`config.mk`:
```
export PLATFORM = sky130hd
export DESIGN_NAME = cp0_irq_flat
export DESIGN_NICKNAME = d
export VERILOG_FILES = /design/src/rtl/cp0_irq_if.sv /design/src/rtl/cp0_irq.sv /design/src/flat_wrapper.sv
export SDC_FILE = /design/constraint.sdc
export NUM_CORES = 1
export LEC_CHECK = 0
export BUFFER_PORTS_ARGS = -buffer_cell sky130_fd_sc_hd__buf_2
export CAP_MARGIN = 20
export CELL_PAD_IN_SITES_DETAIL_PLACEMENT = 0
export CELL_PAD_IN_SITES_GLOBAL_PLACEMENT = 1
export CORE_MARGIN = 1.5
export CORE_UTILIZATION = 33
export CTS_BUF_LIST = sky130_fd_sc_hd__clkbuf_8
export CTS_CLUSTER_DIAMETER = 150
export DETAILED_ROUTE_END_ITERATION = 6
export PLACE_DENSITY_LB_ADDON = 0.05
export SLEW_MARGIN = 0
export SYNTH_ARGS = -nofsm -noshare
export SYNTH_HDL_FRONTEND = slang
export SYNTH_SLANG_ARGS = --single-unit
```
`constraint.sdc`:
```
create_clock -name clk -period 1.8 [get_ports clk]
set_clock_uncertainty 0.15 [all_clocks]
set_input_delay 0.27 -clock clk [delete_from_list [all_inputs] [get_ports clk]]
set_output_delay 0.27 -clock clk [all_outputs]
set_load 0.02 [all_outputs]
```
`src/rtl/cp0_irq_if.sv`:
```
// Core <-> CP0 bus: command strobes from the controller, register views back from CP0.
interface cp0_irq_if;
  // Single-cycle strobes: mfc0/mtc0/exception/eret act on the rising edge they are
  // high for; there is no valid/ready handshake and CP0 never stalls the core.
  logic        mfc0;
  logic        mtc0;
  logic [31:0] pc;
  logic [4:0]  Rd;
  logic [31:0] wdata;
  logic        exception;
  logic        eret;
  logic [4:0]  cause;
  logic [31:0] rdata;
  logic [31:0] status;
  logic [31:0] exc_addr;
  logic        intr_req;
  logic        timer_irq;

  modport master (
    output mfc0, mtc0, pc, Rd, wdata, exception, eret, cause,
    input  rdata, status, exc_addr, intr_req, timer_irq
  );

  modport slave (
    input  mfc0, mtc0, pc, Rd, wdata, exception, eret, cause,
    output rdata, status, exc_addr, intr_req, timer_irq
  );
endinterface

```
`src/rtl/cp0_irq.sv`:
```
// Coprocessor 0 with Status/Cause/EPC, synchronised external IRQs, software IRQs
// and an optional Count/Compare timer enabled by defining CP0_TIMER_EN.
module cp0_irq #(
  parameter int          NUM_IRQ     = 5,
  parameter logic [31:0] EPC_OFFSET  = 32'd4,
  parameter int          STACK_SHIFT = 5,
  parameter logic [7:0]  IM_RESET    = 8'h00
) (
  input  logic               clk,
  input  logic               rst,
  input  logic [NUM_IRQ-1:0] irq,
  cp0_irq_if.slave           bus
);

  localparam logic [4:0] REG_STATUS = 5'd12;
  localparam logic [4:0] REG_CAUSE  = 5'd13;
  localparam logic [4:0] REG_EPC    = 5'd14;

  logic [31:0]        status_q;
  logic [31:0]        epc_q;
  logic [4:0]         exc_code_q;
  logic [1:0]         sw_ip_q;
  logic [NUM_IRQ-1:0] sync1_q;
  logic [NUM_IRQ-1:0] sync2_q;
  logic [4:0]         hw_ip;
  logic               timer_pend;
  logic [31:0]        cause_val;

  logic wr_status, wr_cause, wr_epc;

  assign wr_status = bus.mtc0 && (bus.Rd == REG_STATUS);
  assign wr_cause  = bus.mtc0 && (bus.Rd == REG_CAUSE);
  assign wr_epc    = bus.mtc0 && (bus.Rd == REG_EPC);

  always_ff @(posedge clk) begin
    if (rst) begin
      status_q   <= {16'b0, IM_RESET, 8'b0};
      epc_q      <= 32'b0;
      exc_code_q <= 5'b0;
      sw_ip_q    <= 2'b0;
      sync1_q    <= '0;
      sync2_q    <= '0;
    end else begin
      sync1_q <= irq;
      sync2_q <= sync1_q;
      // Exception owns Status/Cause/EPC for its edge; eret and mtc0 to them are dropped.
      if (bus.exception) begin
        status_q   <= {status_q[31-STACK_SHIFT:0], {STACK_SHIFT{1'b0}}};
        exc_code_q <= bus.cause;
        epc_q      <= bus.pc - EPC_OFFSET;
      end else begin
        if (bus.eret)
          status_q <= {{STACK_SHIFT{1'b0}}, status_q[31:STACK_SHIFT]};
        else if (wr_status)
          status_q <= bus.wdata;
        if (wr_cause)
          sw_ip_q <= bus.wdata[9:8];
        if (wr_epc)
          epc_q <= bus.wdata;
      end
    end
  end

`ifdef CP0_TIMER_EN
  localparam logic [4:0] REG_COUNT   = 5'd9;
  localparam logic [4:0] REG_COMPARE = 5'd11;

  logic [31:0] count_q;
  logic [31:0] compare_q;
  logic        timer_pend_q;

  always_ff @(posedge clk) begin
    if (rst) begin
      count_q      <= 32'b0;
      compare_q    <= 32'hFFFF_FFFF;
      timer_pend_q <= 1'b0;
    end else begin
      if (bus.mtc0 && (bus.Rd == REG_COUNT))
        count_q <= bus.wdata;
      else
        count_q <= count_q + 32'd1;
      // Rewriting Compare acknowledges the timer, even on the edge a match lands.
      if (bus.mtc0 && (bus.Rd == REG_COMPARE)) begin
        compare_q    <= bus.wdata;
        timer_pend_q <= 1'b0;
      end else if (count_q == compare_q) begin
        timer_pend_q <= 1'b1;
      end
    end
  end

  assign timer_pend = timer_pend_q;
`else
  assign timer_pend = 1'b0;
`endif

  always_comb begin
    hw_ip = 5'b0;
    hw_ip[NUM_IRQ-1:0] = sync2_q;
  end

  assign cause_val = {16'b0, timer_pend, hw_ip, sw_ip_q, 1'b0, exc_code_q, 2'b0};

  always_comb begin
    bus.rdata = 32'b0;
    if (bus.mfc0) begin
      case (bus.Rd)
`ifdef CP0_TIMER_EN
        REG_COUNT:   bus.rdata = count_q;
        REG_COMPARE: bus.rdata = compare_q;
`endif
        REG_STATUS:  bus.rdata = status_q;
        REG_CAUSE:   bus.rdata = cause_val;
        REG_EPC:     bus.rdata = epc_q;
        default:     bus.rdata = 32'b0;
      endcase
    end
  end

  assign bus.status    = status_q;
  assign bus.exc_addr  = epc_q;
  assign bus.timer_irq = timer_pend;
  assign bus.intr_req  = status_q[0] && ((status_q[15:8] & cause_val[15:8]) != 8'b0);

endmodule

```
`src/flat_wrapper.sv`:
```
// flat-port wrapper written by rule: the top's interface ports become plain ports
module cp0_irq_flat 
#(
  parameter int          NUM_IRQ     = 5,
  parameter logic [31:0] EPC_OFFSET  = 32'd4,
  parameter int          STACK_SHIFT = 5,
  parameter logic [7:0]  IM_RESET    = 8'h00
)
  (clk, rst, irq, bus_mfc0, bus_mtc0, bus_pc, bus_Rd, bus_wdata, bus_exception, bus_eret, bus_cause, bus_rdata, bus_status, bus_exc_addr, bus_intr_req, bus_timer_irq);
  cp0_irq_if bus_i ();
  input  logic clk;
  input  logic rst;
  input  logic [NUM_IRQ-1:0] irq;
  input wire logic [$bits(bus_i.mfc0)-1:0] bus_mfc0;
  input wire logic [$bits(bus_i.mtc0)-1:0] bus_mtc0;
  input wire logic [$bits(bus_i.pc)-1:0] bus_pc;
  input wire logic [$bits(bus_i.Rd)-1:0] bus_Rd;
  input wire logic [$bits(bus_i.wdata)-1:0] bus_wdata;
  input wire logic [$bits(bus_i.exception)-1:0] bus_exception;
  input wire logic [$bits(bus_i.eret)-1:0] bus_eret;
  input wire logic [$bits(bus_i.cause)-1:0] bus_cause;
  output wire logic [$bits(bus_i.rdata)-1:0] bus_rdata;
  output wire logic [$bits(bus_i.status)-1:0] bus_status;
  output wire logic [$bits(bus_i.exc_addr)-1:0] bus_exc_addr;
  output wire logic [$bits(bus_i.intr_req)-1:0] bus_intr_req;
  output wire logic [$bits(bus_i.timer_irq)-1:0] bus_timer_irq;
  assign bus_i.mfc0 = bus_mfc0;
  assign bus_i.mtc0 = bus_mtc0;
  assign bus_i.pc = bus_pc;
  assign bus_i.Rd = bus_Rd;
  assign bus_i.wdata = bus_wdata;
  assign bus_i.exception = bus_exception;
  assign bus_i.eret = bus_eret;
  assign bus_i.cause = bus_cause;
  assign bus_rdata = bus_i.rdata;
  assign bus_status = bus_i.status;
  assign bus_exc_addr = bus_i.exc_addr;
  assign bus_intr_req = bus_i.intr_req;
  assign bus_timer_irq = bus_i.timer_irq;
  cp0_irq #(.NUM_IRQ(NUM_IRQ), .EPC_OFFSET(EPC_OFFSET), .STACK_SHIFT(STACK_SHIFT), .IM_RESET(IM_RESET)) u_core (.clk(clk), .rst(rst), .irq(irq), .bus(bus_i));
endmodule
```
* Yosys cells after proc, flatten, opt, wreduce, memory -nomap -nowiden
Index checks and enable logic that the tools add are counted.
** Operators by class
- Multiplexer cells :: 7
- Reduce and logical (&&, ||, !) cells :: 10
- Add/sub/neg operators :: 1
- Eq/ne operators :: 3
- Bitwise gates (word level) :: 2
** Operators by type and width (count)
- 32-bit two-way mux :: 6
- 32-bit one-hot mux with 3 select lines :: 1
- 32-bit by 3-bit subtractor with 32-bit output (second input constant) :: 1
- 5-bit by 4-bit == test with 1-bit output (second input constant) :: 3
- 8-bit by 7-bit bitwise AND with 8-bit output :: 1
- 8-bit nonzero test :: 1
- 1-bit logical AND :: 4
- 2-bit nonzero test :: 2
- 3-bit nonzero test :: 1
- 2-bit AND reduction :: 1
- 2-bit OR reduction :: 1
- 1-bit NOT :: 1
** Storage, ports and cells
- Word-level logic and storage cells :: 30
- Output and inout bits :: 98
- Input bits :: 85
- Register bits :: 81

* Depth between registers and ports, before layout
Gate-level depths: netlist of the first run.
- Depth after elaboration :: 5
- Mapped depth :: 8
- Depth with buffers taken out :: 7

* Worst setup path before layout of the first run
No wires, ideal clock.
- Path kind :: input to output
- Start :: input bus_Rd[4]
- End :: output bus_rdata[10]
- Arrival :: 1.505 ns
- Required time :: 1.380 ns
- Path slack :: -0.125 ns
- Stages :: 5
- Buffers on the path :: 1
- Cell sequence :: nand3b_4 > nor3b_1 > clkbuf_1 > a22oi_1 > nor2b_1
** Between the ends
- Word-level cells in the longest chain between the ends :: 3
- Elaborated cells on any way between the ends :: 5
- Classes of those cells :: eq/ne (3); mux (2)
** RTL lines
- start: declaration :: line flat_wrapper.sv:17 : input wire logic [$bits(bus_i.Rd)-1:0] bus_Rd;
- 5-bit by 4-bit == test with 1-bit output :: line cp0_irq.sv:107 : case (bus.Rd)
- 32-bit one-hot mux with 3 select lines * :: line cp0_irq.sv:107
- 32-bit two-way mux * :: line cp0_irq.sv:106 : if (bus.mfc0) begin
- end: declaration :: line flat_wrapper.sv:22 : output wire logic [$bits(bus_i.rdata)-1:0] bus_rdata;
Mark *: on every way between the ends. The rest lies on a longest branch, timed or not.

* Worst setup path after layout of the first run
- Start :: register u_core.status_q[13] (netlist: u_core.bus.status[13])
- End :: output bus_rdata[13]
** Between the ends
- Word-level cells in the longest chain between the ends :: 2
** RTL lines
- start: declaration :: line cp0_irq.sv:19 : logic [31:0] status_q;
- start signal: assignment :: line cp0_irq.sv:37 : status_q <= {16'b0, IM_RESET, 8'b0};
- start signal: assignment :: line cp0_irq.sv:48 : status_q <= {status_q[31-STACK_SHIFT:0], {STACK_SHIFT{1'b0}}};
- start signal: assignment :: line cp0_irq.sv:53 : status_q <= {{STACK_SHIFT{1'b0}}, status_q[31:STACK_SHIFT]};
- 32-bit one-hot mux with 3 select lines :: line cp0_irq.sv:107
- 32-bit two-way mux :: line cp0_irq.sv:106
No other way between the ends.

==> results.json, run 1 <==
{
  "wire_per_inst_um": 19.0,
  "cts.htree.levels": 3,
  "nFillCells": 1468,
  "die_width_um": 125,
  "failing_checks": "setup timing",
  "clock_insertion_delay_worst_skew_ns": 0.38,
  "rows": 44,
  "multi_input_area_um2": 3220,
  "gp_routability_congestion": 0.918,
  "clkSlewWorstSetupHoldPaths_ns": 0.08,
  "critical_path.max_fanout": 3,
  "run_status": "finished with violations",
  "floorplan.initialDensity_pct": 33.8,
  "worst_ir_drop_vdd_mv": 0.328,
  "ys_async_sr_fraction_pct": 0,
  "worst-r2r-cell-count": 6,
  "critical_setup_path_kind": "reg2out",
  "synth-edff-count": 0,
  "clock-root-buffer": "sky130_fd_sc_hd__clkbuf_8",
  "synth_nets": 649,
  "cts_tree": "yes",
  "grt_usage_pct": 23.8,
  "wire_length_after_detailed_routing_um": 18800,
  "unrepaired_setup_endpoints_after_global_routing": "true",
  "worst_hold_path.num_cells": 3,
  "floorplan.die.height_um": 125,
  "post_synth_most_frequent_cells": "81 x sky130_fd_sc_hd__dfxtp_1, 81 x sky130_fd_sc_hd__nor2_1, 73 x sky130_fd_sc_hd__mux2i_1",
  "holdWs_ns": 0.0232,
  "remaining_drc_errors": 0,
  "drt_pass1_iterations": 5,
  "layout_setup_ws_ns": -0.00924,
  "syn_area_um2": 4890,
  "critPathLaunchType": "flop",
  "timing.final.crit_period_ns": 1.81,
  "crit_required_ns": 1.38,
  "timing.final.hold_violations": 0,
  "yosys_synthesis_warning_count": 0,
  "postSynthRegisterBits": 81,
  "finish.utilization_pct": 49.4,
  "min_period_over_period_pct": 101,
  "routed-via-count": 5122,
  "cts_buffers": 9,
  "grt_start_max_net_pins": 40,
  "dominantRegCellSynth": "sky130_fd_sc_hd__dfxtp_1",
  "report.final.setup_viol": 2,
  "avgViaCountPerCell": 5.17,
  "die_area_um2": 15600,
  "synth_cells": 563,
  "fin_nets": 887,
  "design_power_total_mw": 4.65,
  "synth_largest_area_cell": "sky130_fd_sc_hd__dfxtp_1",
  "dp_hpwl_um": 14300,
  "synth_seq_area_share_pct": 33.1,
  "drt_first_iter_violations": 312,
  "slew_viol_final": 0,
  "global_route_wire_length_before_repair_um": 28700,
  "worst_ep_arrival_time_ns": 1.39,
  "post_route_cells_drive_above_1_share_pct": 47.0,
  "min_path_type": "in2reg",
  "number_of_unique_standard_cell_types_used_by_synthesis": 53,
  "final_antenna_net_count": 0,
  "synth.top_cells.by_area": "sky130_fd_sc_hd__dfxtp_1 33%, sky130_fd_sc_hd__mux2i_1 15%, sky130_fd_sc_hd__nor2_1 6.2%",
  "synth_largest_type_area_fraction_pct": 33.1,
  "max_cap_violations": 0,
  "grt.overflow.total": 0,
  "number_of_buffer_cells_added_on_primary_ports": 181,
  "layout.area.seq_um2": 1660,
  "cts_max_path_buffers": 2,
  "io_pins": 183,
  "leakage_power_total_nw": 3.11,
  "area_growth_syn_to_layout_pct": 46.0,
  "grt_pass1_vias": 4888,
  "number_of_antenna_violations_at_the_first_check_in_global_routing": 1,
  "power_density_nw_per_um2": 651,
  "tritoncts_num_sinks": 81,
  "core_region_area_um2": 14500,
  "fmaxAchievable_ghz": 0.553,
  "worst_setup_path_end_kind": "primary output",
  "avgSynthCellArea_um2": 8.69
}
==> per-stage QoR <==
step                setup WS (ns)  TNS, ns  std cells  cell area (um^2)
finish                   -0.00924  -0.0157        991              7150
global placement           -0.195    -6.26        950              6490
CTS                       -0.0250   -0.125        987              7060
floorplan                  -0.103   -0.516        563              4970
detailed placement         -0.255    -8.29        950              6490
global route              -0.0841   -0.368        991              7150
==> layer usage <==
layer	GRT usage [%]	part of all wire [%]
met1	34.7	48
met2	36.0	45
met3	3.44	5.9
met4	7.64	1.5
met5	0	0
==> final timing paths <==
path / start / slack, ns / end
worst max register to register: u_core.bus.status[14]$_SDFFE_PP0P_ / 0.48 / u_core.bus.status[9]$_SDFFE_PP0P_
worst min register to register: u_core.sync1_q[4]$_SDFF_PP0_ / 0.29 / u_core.hw_ip[4]$_SDFF_PP0_
worst min-delay path: bus_pc[0] / 0.02 / u_core.bus.exc_addr[0]$_SDFFE_PP0P_
worst max-delay path: u_core.bus.status[13]$_SDFFE_PP0P_ / -0.009 / bus_rdata[13]
==> state kept, by name, summed over array words and instances (netlist names) <==
name and flops:
u_core.hw_ip 5, u_core.sync1_q 5, u_core.bus.exc_addr 32, u_core.bus.status 32, u_core.sw_ip_q 2, u_core.exc_code_q 5
==> layout by cell type (no fill, tap or decap), types with 10 or more instances in the layout <==
cell type / Yosys / routed
sky130_fd_sc_hd__buf_2: 6 / 171
sky130_fd_sc_hd__nor2b_2: 0 / 10
sky130_fd_sc_hd__a21boi_0: 13 / 13
sky130_fd_sc_hd__xnor2_1: 21 / 21
sky130_fd_sc_hd__buf_6: 2 / 13
sky130_fd_sc_hd__a21oi_1: 37 / 37
sky130_fd_sc_hd__a211oi_1: 17 / 17
sky130_fd_sc_hd__dlygate4sd3_1: 0 / 11
sky130_fd_sc_hd__dfxtp_1: 81 / 65
sky130_fd_sc_hd__nand2_1: 31 / 31
sky130_fd_sc_hd__nor2b_1: 22 / 12
sky130_fd_sc_hd__mux2_2: 25 / 21
sky130_fd_sc_hd__o22ai_1: 18 / 18
sky130_fd_sc_hd__nor2_1: 81 / 60
sky130_fd_sc_hd__nor3_1: 11 / 11
sky130_fd_sc_hd__nor2_2: 0 / 21
sky130_fd_sc_hd__a22oi_2: 0 / 13
sky130_fd_sc_hd__mux2i_1: 73 / 73
sky130_fd_sc_hd__buf_4: 1 / 69
==> worst max-delay path: stages, from the launching register on <==
cell	delay, ns
sky130_fd_sc_hd__dfxtp_4	0.37
sky130_fd_sc_hd__mux2_2	0.28
sky130_fd_sc_hd__a22oi_2	0.15
sky130_fd_sc_hd__nor2b_2	0.06
sky130_fd_sc_hd__buf_2	0.15
==> kinds of logic after synthesis <==
logic type               share of synthesized area (%)
AND/OR/NAND/NOR                                   18.4
AO/OA/AOI/OAI                                     16.9
multiplexers                                      22.2
flip-flops                                        33.1
buffers and inverters                             4.70
XOR/XNOR                                          4.30
adder cells (fa/ha/maj)                          0.256
other                                           0.0766
==> power by group <==
group	leakage (nW)	internal, mW	switching (mW)	total, mW
registers	0.675	1.88	0.103	1.98
clock network	0.115	0.921	0.747	1.67
logic	2.32	0.450	0.548	0.998
==> timing repair <==
item	in CTS	in global routing
cloned	1	0
hold buffers	11	0
setup buffers	10	3
pin swaps	5	6
endpoints found under the hold margin	11	0
gates resized for setup	48	21
endpoints found under the setup margin	33	33
==> layout make-up <==
cell class              instances  area share [%]
clock buffers                   9            1.73
well taps                     184            3.22
clock inverters                 7            1.66
repair buffers                271            24.8
inverters                       6           0.315
diodes                          1          0.0350
flip-flops and latches         81            23.2
multi-input cells             432            45.0
(Power assumes the default switching activity.)
==> inputs of run 2 (changes only) <==
clock period = 1.65 ns   (was 1.8 ns; I/O delays follow)
==> results.json, run 2 (synthesized netlist as in run 1, its figures left out) <==
{
  "timing.final.hold_violations": 0,
  "fmaxAchievable_ghz": 0.552,
  "netSwitchingPower_mw": 1.61,
  "dp_hpwl_um": 14500,
  "fin_cells": 1003,
  "cts_tree": "yes",
  "clock-root-buffer": "sky130_fd_sc_hd__clkbuf_8",
  "post_route_cells_drive_above_1_share_pct": 47.4,
  "grt.overflow.total": 0,
  "drt_first_iter_violations": 326,
  "die_area_um2": 15600,
  "min_path_type": "in2reg",
  "power_frac_seq_pct": 45.7,
  "critPathLaunchType": "input port",
  "leakage_power_total_nw": 3.18,
  "slew_viol_final": 0,
  "cts_buffers": 9,
  "unrepaired_setup_endpoints_after_global_routing": "true",
  "gp_routability_congestion": 0.926,
  "failing_checks": "setup timing",
  "tritoncts_num_sinks": 81,
  "number_of_antenna_violations_at_the_first_check_in_global_routing": 0,
  "critical_setup_path_kind": "in2out",
  "clock_insertion_delay_worst_skew_ns": 0.39,
  "drt_pass1_iterations": 4,
  "min_period_over_period_pct": 110,
  "floorplan.die.height_um": 125,
  "layout_commonest_cell": "sky130_fd_sc_hd__buf_2",
  "layout_setup_ws_ns": -0.161,
  "floorplan.initialDensity_pct": 33.8,
  "number_of_buffer_cells_added_on_primary_ports": 181,
  "worst_ir_drop_vdd_mv": 0.354,
  "power_density_nw_per_um2": 648,
  "worst_ep_arrival_time_ns": 1.41,
  "global_route_wire_length_before_repair_um": 28600,
  "fin_nets": 900,
  "power_frac_clock_pct": 30.5,
  "remaining_drc_errors": 0,
  "io_pins": 183,
  "die_width_um": 125,
  "grt_start_max_net_pins": 47,
  "grt_pass1_vias": 4921,
  "combinationalPowerShare_pct": 23.8,
  "final_cell_mix": "148 x sky130_fd_sc_hd__buf_2, 91 x sky130_fd_sc_hd__buf_4, 73 x sky130_fd_sc_hd__mux2i_1",
  "wire_length_after_detailed_routing_um": 19200,
  "worst_setup_path_end_kind": "primary output",
  "avgViaCountPerCell": 5.11,
  "max_cap_violations": 0,
  "design_power_total_mw": 4.75,
  "placed_cells": 966,
  "internal_power_mw": 3.14,
  "sw_frac_of_total_pct": 33.8,
  "report.final.setup_viol": 33,
  "rows": 44,
  "crit_required_ns": 1.25,
  "final_antenna_net_count": 0,
  "wire_per_inst_um": 19.1,
  "routed-via-count": 5127,
  "grt_usage_pct": 23.6,
  "area_growth_syn_to_layout_pct": 49.9,
  "core_region_area_um2": 14500,
  "cts.htree.levels": 3,
  "clkSlewWorstSetupHoldPaths_ns": 0.10,
  "critical_path.max_fanout": 7,
  "antennaDiodeCount": 0,
  "timing.final.crit_period_ns": 1.81,
  "run_status": "finished with violations",
  "cts_max_path_buffers": 2
}
[run 2: cell types whose count changed in the layout (fill, tap and decap cells not counted), moves of 4 or more]
| cell | change |
|---|---|
| sky130_fd_sc_hd__nor2_1 | +9 |
| sky130_fd_sc_hd__o21ai_0 | -5 |
| sky130_fd_sc_hd__buf_2 | -23 |
| sky130_fd_sc_hd__o21ai_1 | +4 |
| sky130_fd_sc_hd__nor4_1 | -4 |
| sky130_fd_sc_hd__dfxtp_4 | -7 |
| sky130_fd_sc_hd__buf_4 | +22 |
| sky130_fd_sc_hd__buf_6 | +11 |
| sky130_fd_sc_hd__inv_6 | +4 |
| sky130_fd_sc_hd__nor2_2 | -10 |
| sky130_fd_sc_hd__dfxtp_1 | +4 |
[run 2: path summary, 6_finish.rpt]
check,start,end,slack [ns],cells past startpoint
setup reg to reg,u_core.bus.status[13]$_SDFFE_PP0P_,u_core.bus.status[13]$_SDFFE_PP0P_,0.38,4
hold reg to reg,u_core.sync1_q[2]$_SDFF_PP0_,u_core.hw_ip[2]$_SDFF_PP0_,0.30,1
hold / removal,bus_wdata[8],u_core.sw_ip_q[0]$_SDFFE_PP0P_,0.006,3
setup / recovery,bus_Rd[4],bus_rdata[9],-0.16,8
[run 2: through the flow]
stage	instance area (um^2)	TNS [ns]	setup slack [ns]	utilization (%)	hold WS, ns
floorplan	5010	-3.47	-0.233	-	0.197
global placement	6630	-17.00	-0.377	45.8	0.278
detailed placement	6630	-18.65	-0.392	45.8	0.280
CTS	7190	-2.82	-0.158	49.6	0.00257
global route	7330	-4.29	-0.229	50.6	0.00726
finish	7330	-2.32	-0.161	50.6	0.00602
[run 2: layout make-up]
class	count	area, um^2
fill	1427	7150
multi-input combinational	433	3290
timing repair buffer	283	1970
sequential	81	1640
tap	184	230
clock buffer	9	124
clock inverter	7	58.8
inverter	6	22.5
[run 2: layer usage]
| layer | GRT usage (%) | wire length, um | vias up |
|---|---|---|---|
| met5 | 0 | 0 | - |
| li1 | - | - | 2521 |
| met3 | 3.09 | 992 | 21 |
| met4 | 7.57 | 293 | 0 |
| met1 | 35.0 | 9240 | 2447 |
| met2 | 35.3 | 8650 | 138 |
[run 2: worst max-delay path: stages]
cell	delay [ns]
sky130_fd_sc_hd__buf_6	0.09
sky130_fd_sc_hd__nand3b_4	0.15
sky130_fd_sc_hd__buf_6	0.13
sky130_fd_sc_hd__nor3b_4	0.24
sky130_fd_sc_hd__buf_6	0.19
sky130_fd_sc_hd__a22oi_2	0.09
sky130_fd_sc_hd__nor2b_2	0.14
sky130_fd_sc_hd__buf_6	0.13
[run 2: power groups by stage]
stage	Sequential, mW	Clock, mW	Combinational (mW)
after floorplan	2.27	0	0.463
after global placement	2.21	0	1.05
after detailed placement	2.21	0	1.05
after CTS	2.17	1.46	1.11
after global routing	2.18	1.55	1.21
final	2.17	1.45	1.13
[run 2: timing repair]
item | in CTS | in global routing
gates cloned | 1 | 2
setup endpoints to repair | 33 | 56
hold endpoints to repair | 12 | 0
pin swaps | 11 | 8
hold buffers | 12 | 0
resized for setup | 73 | 34
setup buffers | 5 | 1
==> inputs of run 3 (changes only) <==
CTS_BUF_LIST = unset   (was sky130_fd_sc_hd__clkbuf_8)
==> results.json, run 3 (synthesized netlist as in run 1, its figures left out) <==
{
  "run_status": "finished with violations",
  "failing_checks": "setup timing",
  "fmaxAchievable_ghz": 0.556,
  "combinationalPowerShare_pct": 21.5,
  "layout_commonest_cell": "sky130_fd_sc_hd__buf_2",
  "holdWs_ns": 0.0219,
  "critPathLaunchType": "input port",
  "worst_setup_path_end_kind": "primary output",
  "remaining_drc_errors": 0,
  "worst_ir_drop_vdd_mv": 0.613,
  "floorplan.die.height_um": 125,
  "fin_cells": 1003,
  "clkSlewWorstSetupHoldPaths_ns": 0.06,
  "internal_power_mw": 3.62,
  "unrepaired_setup_endpoints_after_global_routing": "true",
  "drt_first_iter_violations": 319,
  "area_growth_syn_to_layout_pct": 52.5,
  "cell_at_the_slowest_stage_of_the_critical_path": "sky130_fd_sc_hd__nor3b_4",
  "die_width_um": 125,
  "critical_path.reg2reg.startpoint": "u_core.bus.status[13]$_SDFFE_PP0P_",
  "power_density_nw_per_um2": 706,
  "timing.critical_path.from": "bus_Rd[4]",
  "tritoncts_num_sinks": 81,
  "relative_slew_margins_pct": 65.0,
  "worst_path_most_repeated_cell": "sky130_fd_sc_hd__buf_6",
  "cts.htree.levels": 3,
  "timing.final.crit_period_ns": 1.80,
  "critical_setup_path_kind": "in2out",
  "global_route.usage.met3_pct": 3.09,
  "timing.final.hold_violations": 0,
  "slew_viol_final": 0,
  "report.final.setup_viol": 33,
  "worst_ep_arrival_time_ns": 1.40,
  "cts_tree": "yes",
  "place_area_um2": 6630,
  "core_region_area_um2": 14500,
  "io_pins": 183,
  "avgViaCountPerCell": 5.21,
  "dp_hpwl_um": 14500,
  "global_route.usage.met1_pct": 34.9,
  "final_cell_mix": "148 x sky130_fd_sc_hd__buf_2, 97 x sky130_fd_sc_hd__buf_4, 80 x sky130_fd_sc_hd__dfxtp_1",
  "critical_path.cell_chain": "buf_6, nand3b_4, buf_6, nor3b_4, buf_6, a22oi_2, nor2b_2, buf_6",
  "worst_pin_slew_ns": 0.523,
  "routed-via-count": 5221,
  "critical_path.reg2reg.endpoint": "u_core.bus.status[13]$_SDFFE_PP0P_",
  "max_cap_violations": 0,
  "grt_busiest_layer": "met2",
  "wire_per_inst_um": 19.3,
  "netSwitchingPower_mw": 1.65,
  "sw_frac_of_total_pct": 31.4,
  "grt_start_max_net_pins": 47,
  "grt.overflow.total": 0,
  "number_of_buffer_cells_added_on_primary_ports": 181,
  "grt_pass1_vias": 4926,
  "stdcell_area_um2": 7460,
  "post_route_cells_drive_above_1_share_pct": 46.6,
  "fin_nets": 900,
  "clock_insertion_delay_worst_skew_ns": 0.35,
  "global_route_wire_length_before_repair_um": 28500,
  "gp_routability_congestion": 0.926,
  "grt.met2_usage_pct": 35.2,
  "die_area_um2": 15600,
  "critical_path_capture_point": "bus_rdata[9]",
  "min_path_type": "in2reg",
  "final_antenna_net_count": 0,
  "critical_path.max_fanout": 7,
  "layout_setup_ws_ns": -0.149,
  "leakage_power_total_nw": 3.27,
  "number_of_antenna_violations_at_the_first_check_in_global_routing": 0,
  "power_frac_seq_pct": 41.2,
  "grt_usage_pct": 23.5,
  "worst-r2r-setup-slack_ns": 0.37,
  "min_period_over_period_pct": 109,
  "crit_required_ns": 1.25,
  "floorplan.initialDensity_pct": 33.8,
  "worst-r2r-cell-count": 4,
  "power_frac_clock_pct": 37.4,
  "drt_pass1_iterations": 5,
  "clock-root-buffer": "sky130_fd_sc_hd__clkbuf_16",
  "placed_cells": 966,
  "rows": 44,
  "cts_max_path_buffers": 2,
  "cts_buffers": 9,
  "worst_path_largest_cell_delay_ns": 0.23,
  "antennaDiodeCount": 0,
  "wire_length_after_detailed_routing_um": 19400
}
## run 3: layout make-up
type                       instances  area, um^2
tap                              184         230
fill                            1425        7020
multi-input combinational        433        3330
sequential                        81        1620
timing repair buffer             283        1970
clock inverter                     7        58.8
clock buffer                       9         225
inverter                           6        22.5
## run 3: how the worst min path moves through the flow
| stage | from | endpoint | slack, ns | cells past startpoint |
|---|---|---|---|---|
| final | bus_pc[1] | u_core.bus.exc_addr[1]$_SDFFE_PP0P_ | 0.02 | 3 |
| after global routing | bus_pc[1] | u_core.bus.exc_addr[1]$_SDFFE_PP0P_ | 0.05 | 3 |
| after CTS | bus_pc[0] | u_core.bus.exc_addr[0]$_SDFFE_PP0P_ | 0.02 | 3 |
| after detailed placement | u_core.sync1_q[2]$_SDFF_PP0_ | u_core.hw_ip[2]$_SDFF_PP0_ | 0.28 | 1 |
| after global placement | u_core.sync1_q[0]$_SDFF_PP0_ | u_core.hw_ip[0]$_SDFF_PP0_ | 0.28 | 1 |
| after floorplan | bus_pc[2] | u_core.bus.exc_addr[2]$_SDFFE_PP0P_ | 0.20 | 1 |
## run 3: layer usage
layer  part of all wire, %  routed length (um)  vias to the layer above
met4                   1.6                 312                        0
li1                      -                   -                     2527
met1                    48                9380                     2514
met2                    45                8760                      157
met5                     0                   0                        -
met3                   4.7                 913                       23
## run 3: power by group through the flow
stage / Combinational, mW / Clock, mW / Sequential (mW)
final: 1.13 / 1.97 / 2.17
after global routing: 1.21 / 2.07 / 2.18
after CTS: 1.10 / 2.00 / 2.17
after detailed placement: 1.05 / 0 / 2.21
after global placement: 1.05 / 0 / 2.21
after floorplan: 0.463 / 0 / 2.27
## run 3: worst max-delay path, delay by kind of cell
| kind | cells | cell delay, ns |
|---|---|---|
| and+or+nand+nor | 3 | 0.52 |
| buffers and inverters | 4 | 0.54 |
| AOI/OAI and AO/OA | 1 | 0.09 |
## run 3: through the flow
stage | setup TNS [ns] | power (mW) | util, % | worst slack, ns
2_1_floorplan | -3.47 | 2.73 | - | -0.233
3_3_place_gp | -17.00 | 3.25 | 45.8 | -0.377
3_5_place_dp | -18.65 | 3.26 | 45.8 | -0.392
4_1_cts | -2.75 | 5.27 | 50.2 | -0.158
5_1_grt | -5.38 | 5.46 | 51.5 | -0.206
6_report | -2.70 | 5.27 | 51.5 | -0.149
## run 3: repair_timing
item                                   4_1_cts  5_1_grt
pin swaps                                   12        8
cloned                                       1        3
setup endpoints to repair                   35       61
setup buffers                                4        3
endpoints found under the hold margin       10        0
hold buffers                                10        0
resized for setup                           66       28
